[config.mk]
export PLATFORM = sky130hd
export DESIGN_NAME = data_packer
export DESIGN_NICKNAME = d
export VERILOG_FILES = /design/src/rtl/data_packer.sv
export SDC_FILE = /design/constraint.sdc
export NUM_CORES = 1
export LEC_CHECK = 0
export ABC_AREA = 1
export BUFFER_PORTS_ARGS = -buffer_cell sky130_fd_sc_hd__buf_2
export CORE_MARGIN = 4
export CORE_UTILIZATION = 30
export CTS_BUF_LIST = sky130_fd_sc_hd__clkbuf_8
export CTS_CLUSTER_DIAMETER = 200
export CTS_CLUSTER_SIZE = 12
export DETAILED_ROUTE_END_ITERATION = 16
export PLACE_DENSITY_LB_ADDON = 0.2
export SYNTH_ARGS = -nofsm -noshare
export SYNTH_HDL_FRONTEND = slang
export SYNTH_SLANG_ARGS = --single-unit
[constraint.sdc]
create_clock -name clk -period 1.8 [get_ports clk]
set_input_delay 0.18 -clock clk [delete_from_list [all_inputs] [get_ports clk]]
set_output_delay 0.18 -clock clk [all_outputs]
set_load 0.01 [all_outputs]
[src/rtl/data_packer.sv]
// data_packer: packs RATIO consecutive WIDTH-bit beats into one registered
// WIDTH*RATIO-bit word, with beat 0 in the lowest lane.
//
// Ports:
//   clk, rst_n         clock, asynchronous active-low reset
//   m_valid/m_ready    upstream beat handshake, m_data beat payload
//   s_valid/s_ready    downstream word handshake, s_data packed word
// Optional (macro DATA_PACKER_LAST_EN):
//   m_last             closes the current word early
//   s_last, s_keep     early-close flag and filled-lane mask for s_data
module data_packer #(
    parameter int WIDTH = 8,
    parameter int RATIO = 4
) (
    input  logic                   clk,
    input  logic                   rst_n,
    input  logic                   m_valid,
    output logic                   m_ready,
    input  logic [WIDTH-1:0]       m_data,
    output logic                   s_valid,
    input  logic                   s_ready,
    output logic [WIDTH*RATIO-1:0] s_data
`ifdef DATA_PACKER_LAST_EN
    ,
    input  logic                   m_last,
    output logic                   s_last,
    output logic [RATIO-1:0]       s_keep
`endif
);

    localparam int CW = (RATIO > 1) ? $clog2(RATIO) : 1;
    localparam int DW = WIDTH * RATIO;
    localparam logic [CW-1:0] LAST_CNT = CW'(RATIO - 1);

    logic [CW-1:0] cnt;
    logic [DW-1:0] buffer;
    logic [DW-1:0] word_next;
    logic          last_slot;
    logic          early;
    logic          acc;
    logic          fin;
    logic          out_fire;

    assign last_slot = (cnt == LAST_CNT);

`ifdef DATA_PACKER_LAST_EN
    logic [RATIO-1:0] keep_next;

    // A beat flagged last may complete the word at any lane, so it is
    // held off exactly like a final beat while the output is stalled.
    assign early   = m_valid && m_last;
    assign m_ready = (!last_slot && !early) || !s_valid || s_ready;
    assign fin     = last_slot || m_last;

    always_comb begin
        keep_next = '0;
        for (int k = 0; k < RATIO; k++) begin
            if (CW'(k) <= cnt) keep_next[k] = 1'b1;
        end
    end
`else
    assign early   = 1'b0;
    assign m_ready = !last_slot || !s_valid || s_ready;
    assign fin     = last_slot;
`endif

    assign acc      = m_valid && m_ready;
    assign out_fire = s_valid && s_ready;

    // Lanes at or above cnt are always zero in the buffer, so inserting
    // the incoming beat yields a word whose unfilled lanes read as zero.
    always_comb begin
        word_next = buffer;
        for (int k = 0; k < RATIO; k++) begin
            if (CW'(k) == cnt) word_next[k*WIDTH +: WIDTH] = m_data;
        end
    end

    always_ff @(posedge clk or negedge rst_n) begin
        if (!rst_n) begin
            cnt    <= '0;
            buffer <= '0;
        end else if (acc) begin
            if (fin) begin
                cnt    <= '0;
                buffer <= '0;
            end else begin
                cnt    <= cnt + CW'(1);
                buffer <= word_next;
            end
        end
    end

    // A completing beat can only be accepted when the output slot is
    // free or draining, so loading here never overwrites a held word.
    always_ff @(posedge clk or negedge rst_n) begin
        if (!rst_n) begin
            s_valid <= 1'b0;
            s_data  <= '0;
        end else if (acc && fin) begin
            s_valid <= 1'b1;
            s_data  <= word_next;
        end else if (out_fire) begin
            s_valid <= 1'b0;
        end
    end

`ifdef DATA_PACKER_LAST_EN
    always_ff @(posedge clk or negedge rst_n) begin
        if (!rst_n) begin
            s_last <= 1'b0;
            s_keep <= '0;
        end else if (acc && fin) begin
            s_last <= m_last;
            s_keep <= keep_next;
        end
    end
`endif

    logic unused;
    assign unused = early;

endmodule

==> flow_summary.yaml <==
logic_synthesis:
  synth_seq_cells: 59
  yosysTopAreaCell: "dfrtp_1"
  synth_top_area_frac: 0.501
  yosysUniqueCellTypes: 14
  synth.area.top_cells: "dfrtp_1, nand2_1, o21ai_2"
  yosysSeqAreaShare: 0.501
  synth_fp_nets: 352
  netlist_area_mm2: 0.00294
  synth_warnings: 0
  avgSynthCellArea_um2: 8.76
  netlist_instances: 336
sta:
  finalSetupViolCount: 0
  rsz0062_at_grt: "false"
  worst_pin_slew_ps: 656
  finClkSkew_ps: 4.34
  slew_violations: 0
  setup_tns_ps: 0
  hold_viol: 0
  max_freq_mhz: 645
  fin_crit_sh: 0.861
  slew_headroom: 0.563
  fin_crit_ps: 1550
pwr:
  switching_share: 0.424
  net-switching-power_mw: 2.57
  seq_power_share: 0.376
  leakage_nw: 1.89
  power_frac_comb: 0.456
  intPower_mw: 3.48
  p_per_area_mw_per_mm2: 1750
  p_clk_frac: 0.167
  ir_drop_mv: 0.527
clocking:
  holdBufCountCts: 1
  cts_buffer_depth: 2
  clk-insertion-delay-late_ps: 330
  clk_pin_slew_ps: 60
  cts-root-buf: "clkbuf_8"
  cts.sinks: 59
  cts_tree: "yes"
  numCtsBuffers: 9
  cts-resized-gates: 0
  h-tree-depth: 3
  post-cts-setup-buffers: 0
setup_path:
  worst_path_max_delay_cell: "dfrtp_1"
  worstSetupPathType: "flop to output port"
  end_kind: "output port"
  path_max_fanout: 4
  start_kind: "flop"
  cp.arrival_ps: 1370
  cp.required_ps: 1620
  cp_cell_sequence: "ha_1 > nand3_4 > buf_2"
  slowest_delay_ps: 400
placement:
  dpl_cell_area_mm2: 0.00329
  hpwlAfterDp_mm: 4.66
  gp_congestion: 0.706
  io_buffers: 45
final_layout:
  num_antenna_cells: 0
  post-route-util: 0.367
  layout_common_cells: "nand2_1, dfrtp_1, buf_2"
  final_area_mm2: 0.00346
  regArea_mm2: 0.00148
  nets: 401
  layout-drive-gt1-share: 0.342
  area_delta_synth_final_pct: 17.4
  layout_commonest_cell: "nand2_1"
  fillCellCount: 975
  multi_input_area_mm2: 0.00118
floorplanning:
  die_h_um: 107
  chipWidth_um: 107
  io_pins: 46
  initial_utilization: 0.313
  rows: 35
  dieArea_mm2: 0.0115
  coreArea_mm2: 0.00942
route:
  avgViaCountPerCell: 4.34
  finalWirelength_mm: 6.66
  drtAntennaViolNets: 0
  wl_per_cell_um: 12.9
  drc_errors: 0
  routed-via-count: 2246
  drtPass1Iterations: 4
  dr.first_iter.drc_count: 93
worst_hold_path:
  holdCritPathClass: "primary input to flop"
global_route:
  grt_pass1_wl_mm: 11.4
  grt_pass1_vias: 2274
  grt_overflow: 0
  grt_util_all_layers: 0.128
  antenna_found_initial: 0
  grt_max_degree: 31
run_status:
  status: "finished, final reports clean"
run:
  maxCapViolations: 0
## worst paths after layout
check	startpoint	end	slack [ps]	cells past startpoint
min in group asynchronous	rst_n	s_data[7]	410	2
max in group asynchronous	rst_n	buffer[12]	800	3
worst max register to register	cnt[0]	s_data[21]	250	5
worst max-delay path	cnt[0]	m_ready	250	3
worst min register to register	buffer[16]	buffer[16]	470	2
worst min-delay path	m_valid	cnt[1]	180	3
## sequential cells by signal (all words and copies together), names as in the netlist
| signal | cells |
|---|---|
| buffer | 24 |
| s_valid | 1 |
| cnt | 2 |
| s_data | 32 |
## logic make-up after synthesis
| kind of cell | count (synthesis) | share of synthesized area |
|---|---|---|
| buf+inv | 53 | 0.0969 |
| compound gates | 32 | 0.0952 |
| flops | 59 | 0.501 |
| simple gates | 188 | 0.289 |
| fa+ha+maj | 4 | 0.0170 |
## stage by stage
step                      setup WS, ps  power (mW)  hold WS (ps)  cells
after floorplan                    526        4.33          -116    336
after global placement             273        5.06           256    502
after detailed placement           249        5.12           260    502
after CTS                          228        6.17           161    518
after global routing              80.6        6.66           179    518
final                              250        6.05           183    518
## Yosys cell counts
master / instances
dfrtp_1: 59
nand2_1: 127
inv_2: 4
nand3_4: 2
o21ai_2: 32
nand2_4: 1
ha_1: 4
nand3_1: 25
buf_6: 11
nor2_4: 1
inv_1: 35
nor2_1: 3
nand2_2: 29
buf_2: 3
## per-layer routing
metal,vias up,GRT usage,part of all wire
li1,1130,-,-
met1,1047,0.177,0.50
met2,57,0.188,0.43
met3,12,0.0289,0.049
met4,0,0.0603,0.020
met5,-,0,0
## critical path: cells and delay by family, from the launching register on
family / cells / cell delay, ps
adder cells (fa/ha/maj): 1 / 340
buffers and inverters: 1 / 160
flip-flops: 1 / 400
AND/OR/NAND/NOR: 1 / 130
## power groups by stage
stage          Sequential, mW  Clock, mW  Combinational (mW)
5_1_grt                  2.36       1.13                3.18
6_report                 2.28       1.01                2.76
4_1_cts                  2.29       1.05                2.83
3_3_place_gp             2.29          0                2.76
3_5_place_dp             2.31          0                2.82
2_1_floorplan            2.41          0                1.93
## area by class of cell
class                   count  area share
inverters                  39      0.0423
flip-flops and latches     59       0.427
clock inverters             5     0.00651
clock buffers              10      0.0398
repair buffers             52      0.0955
well taps                 129      0.0467
multi-input cells         224       0.342
(Power assumes the default switching activity.)
